<file path="src/rtl/snn_pkg.sv">
// Shared types and default sizing for the spiking-network readout stage.
package snn_pkg;

  typedef enum logic [1:0] {
    IDLE   = 2'd0,
    ACCUM  = 2'd1,
    ARGMAX = 2'd2,
    DONE   = 2'd3
  } state_t;

  localparam int NEURONS_OUT      = 8;
  localparam int SPIKE_COUNT_BITS = 8;
  localparam int WINDOW_BITS      = 8;

  // All-ones value of a counter of the given width.
  function automatic int sat_max(input int bits);
    return (1 << bits) - 1;
  endfunction

endpackage

</file>
<file path="src/rtl/snn_sat_counter.sv">
// Saturating spike counter with synchronous clear; clear wins over enable.
// Single-cycle update, holds at all-ones instead of wrapping.
module snn_sat_counter
  import snn_pkg::*;
#(
  parameter int COUNT_BITS = SPIKE_COUNT_BITS
) (
  input  logic                  clk,
  input  logic                  rst_n,
  input  logic                  i_clr,
  input  logic                  i_en,
  output logic [COUNT_BITS-1:0] o_count
);

  localparam logic [COUNT_BITS-1:0] MAX_CNT = COUNT_BITS'(sat_max(COUNT_BITS));

  logic [COUNT_BITS-1:0] r_count;

  always_ff @(posedge clk or negedge rst_n) begin
    if (!rst_n) begin
      r_count <= '0;
    end else if (i_clr) begin
      r_count <= '0;
    end else if (i_en && (r_count != MAX_CNT)) begin
      r_count <= r_count + 1'b1;
    end
  end

  assign o_count = r_count;

endmodule

</file>
<file path="src/rtl/snn_spike_readout.sv">
// Rate-coded class readout: counts spikes per neuron over a window, then scans for the argmax.
// Result valid NEURONS cycles after the last step; no backpressure, steps outside ACCUM are dropped.
module snn_spike_readout
  import snn_pkg::*;
#(
  parameter int  NEURONS     = NEURONS_OUT,
  parameter int  COUNT_BITS  = SPIKE_COUNT_BITS,
  parameter int  WINDOW_BITS = snn_pkg::WINDOW_BITS,
  localparam int IDX_BITS    = $clog2(NEURONS)
) (
  input  logic                   clk,
  input  logic                   rst_n,
  input  logic                   start,
  input  logic                   clear,
  input  logic [WINDOW_BITS-1:0] window_len,
  input  logic                   spikes_valid,
  input  logic [NEURONS-1:0]     spikes,
  output logic                   busy,
  output logic                   result_valid,
  output logic [IDX_BITS-1:0]    winner,
  output logic [COUNT_BITS-1:0]  winner_count,
  output logic                   tie,
  input  logic [IDX_BITS-1:0]    read_sel,
  output logic [COUNT_BITS-1:0]  read_data
);

  state_t                 r_state;
  state_t                 w_state_nxt;
  logic [WINDOW_BITS-1:0] r_win;
  logic [WINDOW_BITS-1:0] r_step;
  logic [IDX_BITS-1:0]    r_scan;
  logic [IDX_BITS-1:0]    r_winner;
  logic [COUNT_BITS-1:0]  r_best;
  logic                   r_tie;

  logic                   w_cnt_clr;
  logic                   w_step_acc;
  logic [WINDOW_BITS:0]   w_step_inc;
  logic                   w_last_step;
  logic                   w_scan_last;
  logic [COUNT_BITS-1:0]  w_scan_val;
  logic [COUNT_BITS-1:0]  w_count  [NEURONS];
  logic [COUNT_BITS-1:0]  w_rd_tbl [2**IDX_BITS];

  assign w_cnt_clr   = clear | start;
  assign w_step_acc  = (r_state == ACCUM) & spikes_valid & ~w_cnt_clr;
  assign w_step_inc  = {1'b0, r_step} + 1'b1;
  assign w_last_step = (w_step_inc == {1'b0, r_win});
  assign w_scan_last = (r_scan == IDX_BITS'(NEURONS - 1));

  genvar gi;
  for (gi = 0; gi < NEURONS; gi++) begin : g_cnt
    snn_sat_counter #(
      .COUNT_BITS(COUNT_BITS)
    ) u_cnt (
      .clk    (clk),
      .rst_n  (rst_n),
      .i_clr  (w_cnt_clr),
      .i_en   (w_step_acc & spikes[gi]),
      .o_count(w_count[gi])
    );
  end

  // Padded to a power of two so out-of-range selects read back as zero.
  for (gi = 0; gi < 2**IDX_BITS; gi++) begin : g_rd
    if (gi < NEURONS) begin : g_live
      assign w_rd_tbl[gi] = w_count[gi];
    end else begin : g_pad
      assign w_rd_tbl[gi] = '0;
    end
  end

  assign read_data  = w_rd_tbl[read_sel];
  assign w_scan_val = w_rd_tbl[r_scan];

  always_ff @(posedge clk or negedge rst_n) begin
    if (!rst_n) begin
      r_state <= IDLE;
    end else begin
      r_state <= w_state_nxt;
    end
  end

  always_comb begin
    w_state_nxt = r_state;
    if (clear) begin
      w_state_nxt = IDLE;
    end else if (start) begin
      w_state_nxt = (window_len == '0) ? ARGMAX : ACCUM;
    end else begin
      case (r_state)
        ACCUM:   if (spikes_valid && w_last_step) w_state_nxt = ARGMAX;
        ARGMAX:  if (w_scan_last) w_state_nxt = DONE;
        default: w_state_nxt = r_state;
      endcase
    end
  end

  always_ff @(posedge clk or negedge rst_n) begin
    if (!rst_n) begin
      r_win    <= '0;
      r_step   <= '0;
      r_scan   <= '0;
      r_winner <= '0;
      r_best   <= '0;
      r_tie    <= 1'b0;
    end else if (w_cnt_clr) begin
      if (start && !clear) begin
        r_win <= window_len;
      end
      r_step   <= '0;
      r_scan   <= '0;
      r_winner <= '0;
      r_best   <= '0;
      r_tie    <= 1'b0;
    end else begin
      case (r_state)
        ACCUM: begin
          if (spikes_valid) begin
            r_step <= w_step_inc[WINDOW_BITS-1:0];
          end
        end
        ARGMAX: begin
          r_scan <= r_scan + 1'b1;
          // Strict compare keeps the lowest index on equal counts.
          if (r_scan == '0) begin
            r_best   <= w_scan_val;
            r_winner <= '0;
            r_tie    <= 1'b0;
          end else if (w_scan_val > r_best) begin
            r_best   <= w_scan_val;
            r_winner <= r_scan;
            r_tie    <= 1'b0;
          end else if (w_scan_val == r_best) begin
            r_tie <= 1'b1;
          end
        end
        default: ;
      endcase
    end
  end

  assign busy         = (r_state == ACCUM) || (r_state == ARGMAX);
  assign result_valid = (r_state == DONE);
  assign winner       = r_winner;
  assign winner_count = r_best;
  assign tie          = r_tie;

endmodule

</file>
<file path="config.mk">
export PLATFORM = sky130hd
export DESIGN_NAME = snn_spike_readout
export DESIGN_NICKNAME = d
export VERILOG_FILES = /design/src/rtl/snn_pkg.sv /design/src/rtl/snn_sat_counter.sv /design/src/rtl/snn_spike_readout.sv
export SDC_FILE = /design/constraint.sdc
export NUM_CORES = 1
export LEC_CHECK = 0
export ABC_CLOCK_PERIOD_IN_PS = 3050
export CAP_MARGIN = 15
export CORE_UTILIZATION = 45
export CTS_CLUSTER_DIAMETER = 150
export DETAILED_ROUTE_END_ITERATION = 8
export PLACE_DENSITY = 0.76
export REMOVE_ABC_BUFFERS = 1
export SLEW_MARGIN = 30
export SYNTH_ARGS = -nofsm -noshare
export SYNTH_HDL_FRONTEND = slang
export SYNTH_SLANG_ARGS = --single-unit
</file>
<file path="constraint.sdc">
create_clock -name clk -period 3.05 [get_ports clk]
set_input_delay 0.61 -clock clk [delete_from_list [all_inputs] [get_ports clk]]
set_output_delay 0.61 -clock clk [all_outputs]
set_load 0.02 [all_outputs]
</file>
* Word-level counts from Yosys, hierarchy flattened
Index checks and enable logic that the tools add are counted.
Storage, ports and cells: word-level logic and storage cells 137, bits in registers 97, output and inout bits 22, bits of input ports 24
Operators by class: magnitude comparators 3, mux-type cells 46, bitwise operators 14, $add $sub $neg 10, equal/unequal tests 16, reductions and logical operators 33
Operator list (count):
- 8-bit two-way mux | 27
- 8-bit by 1-bit adder with 8-bit output, second input constant | 8
- 8-bit inequality test, second input constant | 8
- 8-bit binary-select mux with 3-bit select | 2
- 2-bit nonzero test | 11
- 3-bit two-way mux | 6
- 1-bit AND | 10
- 1-bit logical AND | 10
- 2-bit two-way mux | 5
- 8-bit by 1-bit adder with 9-bit output, second input constant | 1
- 9-bit by 8-bit == test with 1-bit output | 1
- 8-bit == test | 1
- 4-bit greater-or-equal comparator, second input constant | 2
- 8-bit greater-than comparator | 1
- 8-bit zero test | 1
- 3-bit inverter with 4-bit output | 2
- 2-bit AND reduction | 4
- 4-bit nonzero test | 2
- 1-bit two-way mux | 5
- 2-bit == test, second input constant | 2
- 4-bit by 3-bit inequality test with 1-bit output, second input constant | 1
- 4-bit inequality test, second input constant | 1
- 2-bit one-hot mux with 2 select lines | 1
- 3-bit by 1-bit adder with 3-bit output, second input constant | 1
- 9 further kinds | 9

* Longest topological paths before layout
depth in word-level cells 10, mapped depth 13

* By module
From an unflattened synthesis, not the netlist that was laid out.
Second synthesis, totals: cell total of the unflattened synthesis 670, area total of the unflattened synthesis 6651.4 sq um
Modules (own cells, without submodules):
- snn_sat_counter | cells each 49, instances 8, seq. area each 200.2 sq um, area each 464.2 sq um
- snn_spike_readout | cells each 278, instances 1, seq. area each 825.8 sq um, area each 2937.8 sq um

* Worst setup path after synthesis
No wires, ideal clock.
path kind reg-to-reg, start point reg r_scan[0], end point reg r_winner[2], in the netlist winner[2], cell stages (with the launch flop) 14, setup slack -0.034 ns, data arrival time 2.943 ns, clock period less this slack 3.084 ns, data required time 2.909 ns, path through dfrtp_1 buf_2 buf_2 mux4_2 nand2_1 nand2_1 ha_1 nand2_1 o21bai_1 a21o_1 a211oi_1 o22ai_1 clkbuf_1 o2bb2ai_1
Between the ends: longest elaborated chain between the ends 7, elaborated cells between the ends (all ways) 11, classes of those cells 1 x order compare; 6 x mux; 1 x bitwise; 3 x reduce/logical
RTL lines:
- from (decl) | line snn_spike_readout.sv:31 | logic [IDX_BITS-1:0] r_scan;
- from (signal assigned) | line snn_spike_readout.sv:124 | r_scan <= r_scan + 1'b1;
- 3-bit inverter with 4-bit output (implied by the code) | line snn_spike_readout.sv:74 | assign w_scan_val = w_rd_tbl[r_scan];
- 8-bit binary-select mux with 3-bit select | line snn_spike_readout.sv:74
- 8-bit two-way mux (implied by the code) (2 in series) | line snn_spike_readout.sv:74
- 8-bit greater-than comparator | line snn_spike_readout.sv:130 | end else if (w_scan_val > r_best) begin
- 3-bit nonzero test (no line)
- 2-bit AND reduction (no line)
- to (signal assigned) | line snn_spike_readout.sv:132 | r_winner <= r_scan;
- to (decl) | line snn_spike_readout.sv:32 | logic [IDX_BITS-1:0] r_winner;
Parallel ways exist; a longest one is shown, timed or not. The select of a mux whose other input is x is not followed. A chain may end at the register's enable or synchronous reset.

* Final worst setup path
start point in read_sel[1], end point out read_data[7]
Between the ends: longest elaborated chain between the ends 4
RTL lines:
- from (decl) | line snn_spike_readout.sv:23 | input logic [IDX_BITS-1:0] read_sel,
- 3-bit inverter with 4-bit output (implied by the code) | line snn_spike_readout.sv:73 | assign read_data = w_rd_tbl[read_sel];
- 8-bit binary-select mux with 3-bit select | line snn_spike_readout.sv:73
- 8-bit two-way mux (implied by the code) (2 in series) | line snn_spike_readout.sv:73
- to (decl) | line snn_spike_readout.sv:24 | output logic [COUNT_BITS-1:0] read_data
Every way passes these cells. The select of a mux whose other input is x is not followed.

==> reports/qor.txt <==
num rows: 41
commonest non-fill, non-tap cells in the layout: dfrtp_1 (97), buf_4 (75), nor2_1 (70)
overall die width: 117 um
die footprint: 13700 um2
first-pass GRT wire length: 26000 um
status: complete, no violations
WHS: 0.193 ns
Data required, critical path: 2.44 ns
layout cell share with drive strength beyond 1: 0.215
RR Endpoint: winner_count[7]
clock sink total: 97
GRT Util Overall: 0.255
DRC viols: 0
Final nets: 741
total gr overflow: 0
initial DRC count: 516
Slew Limit Fails: 0
Synthesis Warnings: 0
clock skew: 0.00735 ns
largest net degree at the start of global routing: 74
Min-Delay Path Class: primary input to asynchronous set/reset pin
Initial Utilization: 0.468
post-DP HPWL: 12100 um
r2r setup slk: 0.06 ns
TritonCTS clock tree: built
kind of start point of the critical path: primary input
# diodes: 0
Mapped Cells: 584
max_slew headroom: 0.458
min Tclk post-route: 3.02 ns
Critical Path Sink Type: output pin
initial antenna violation count: 0
class of the most critical setup path: primary input to output pin
Pleak: 3.25 nW
Root Driver: clkbuf_16
Area Growth Syn to Fin: 25.9%
number of synthesized flops with an enable pin: 0
Synth Flop Type: dfrtp_1
post-layout util: 0.589
synthesized area: 5980 um2
clock-pin slew on the worst setup and hold paths: 0.07 ns
Crit path arrival time: 2.41 ns
I/O pin count: 46
depth of the CTS H-tree: 3
sequential cell area: 2430 um2
multi-input gate area in the final layout: 3350 um2
Detailed Routing Iterations Pass 1: 5
reg2reg start: r_scan[0]
clk_lat worst skew: 0.35 ns
sequential share of the synthesized area: 0.406
post-DR vias/cell: 5.84
#FFs+latches synth: 97
clk buf depth: 2
syn_area_per_cell: 10.2 um2
Num CTS Buffers: 9
fin crit share: 0.991
post-DR wirelength/cell: 18.7 um
Cell variety after synth: 52
dpl ws: -0.266 ns
Port Buf Inserts: 45
unrepaired setup endpoints after global routing: yes
# fillers: 999
Worst-Margin Slew: 0.813 ns
Hold Fails Final Rpt: 0
core area: 12800 um2
worst-path fanout max: 16
Routed Antenna Nets: 0
vias in the first global route: 5139
worst r2r path cells: 12
setup ws final: 0.0275 ns
max cap viols: 0
pwr dens: 367 nW/um2
routed vias: 5088
Total Wirelength: 16300 um
Die H: 117 um
Worst IR Drop VDD: 0.257 mV
setup violators final: 0
RD Place Congestion: 0.933
FFs w/ async S/R, synth: 1.00
Fmax: 0.331 GHz
commonest non-fill, non-tap cell in the layout: dfrtp_1
-- stage by stage --
step | cell area (um2) | total power [mW] | setup TNS, ns | std cells
after global routing | 7520 | 2.85 | -0.179 | 871
after detailed placement | 7180 | 1.65 | -3.87 | 853
after CTS | 7500 | 2.77 | 0 | 871
after floorplan | 5870 | 1.50 | -2.27 | 558
final | 7520 | 2.76 | 0 | 871
after global placement | 7180 | 1.64 | -1.71 | 853
-- logic make-up (layout without fill, tap and decap cells) --
| logic type | count (synthesis) | count (layout) | share of synthesized area |
|---|---|---|---|
| XOR/XNOR | 54 | 54 | 0.0791 |
| multiplexers | 64 | 64 | 0.178 |
| flip-flops | 97 | 97 | 0.406 |
| buffers and inverters | 56 | 171 | 0.0373 |
| adder cells (fa/ha/maj) | 23 | 23 | 0.0482 |
| AO/OA/AOI/OAI | 70 | 70 | 0.0783 |
| AND/OR/NAND/NOR | 220 | 220 | 0.173 |
-- report_power, final --
group	switching (mW)	leakage [nW]	total [mW]	internal (mW)
clock network	0.481	0.135	1.12	0.640
logic	0.163	1.78	0.301	0.138
registers	0.0239	1.34	1.33	1.31
-- state kept, by name (all words and copies together) (netlist names) --
name,cells
g_cnt.u_cnt.o_count,64
r_scan,3
r_state,2
r_step,8
r_win,8
tie,1
winner,3
winner_count,8
-- worst max-delay path: stages --
cell and delay, ns:
clkdlybuf4s50_1 0.51, buf_12 0.16, mux4_2 0.30, mux2_2 0.28, clkdlybuf4s50_1 0.54
-- cell usage after synthesis, drive strengths merged, types with 10 or more instances --
master	instances	area, um2
mux4	32	721
inv	30	113
mux2i	15	150
ha	23	288
a21oi	20	100
clkbuf	16	60.1
nor2	70	263
nand3	22	115
dfrtp	97	2430
buf	10	50.1
xor2	38	333
mux2	17	191
nand4	22	138
xnor2	16	140
o21ai	17	85.1
nand2	60	225
or3	14	87.6
-- per-layer routing --
metal	vias up	global-route usage	wire, um
met5	-	0	0
met4	0	0.133	769
met3	54	0.0469	1100
met2	222	0.408	7650
met1	2501	0.331	6780
li1	2311	-	-
-- worst max-delay path by stage --
stage | cells after the start | slack (ns) | end | startpoint
3_3_place_gp | 5 | -0.20 | read_data[3] | read_sel[0]
6_report | 5 | 0.03 | read_data[7] | read_sel[1]
2_1_floorplan | 9 | -0.25 | winner[0] | r_scan[0]
4_1_cts | 5 | 0.02 | read_data[1] | read_sel[1]
3_5_place_dp | 10 | -0.27 | winner[1] | r_scan[0]
5_1_grt | 12 | -0.05 | winner_count[7] | r_scan[0]
-- timing repair --
item / in CTS / in global routing
gates cloned: 1 / 0
buffers inserted: 1 / 0
setup endpoints to repair: 20 / 14
pin swaps: 1 / 0
hold buffers: 0 / 0
resized for setup: 7 / 5
-- area by class of cell --
class                           count  share of cell area
Timing Repair Buffer              125               0.151
Sequential cell                    97               0.323
Clock buffer                       14              0.0324
Tap cell                          172              0.0286
Clock inverter                      2             0.00516
Multi-Input combinational cell    431               0.445
Inverter                           30              0.0150
Power figures use the tool's default switching activity.
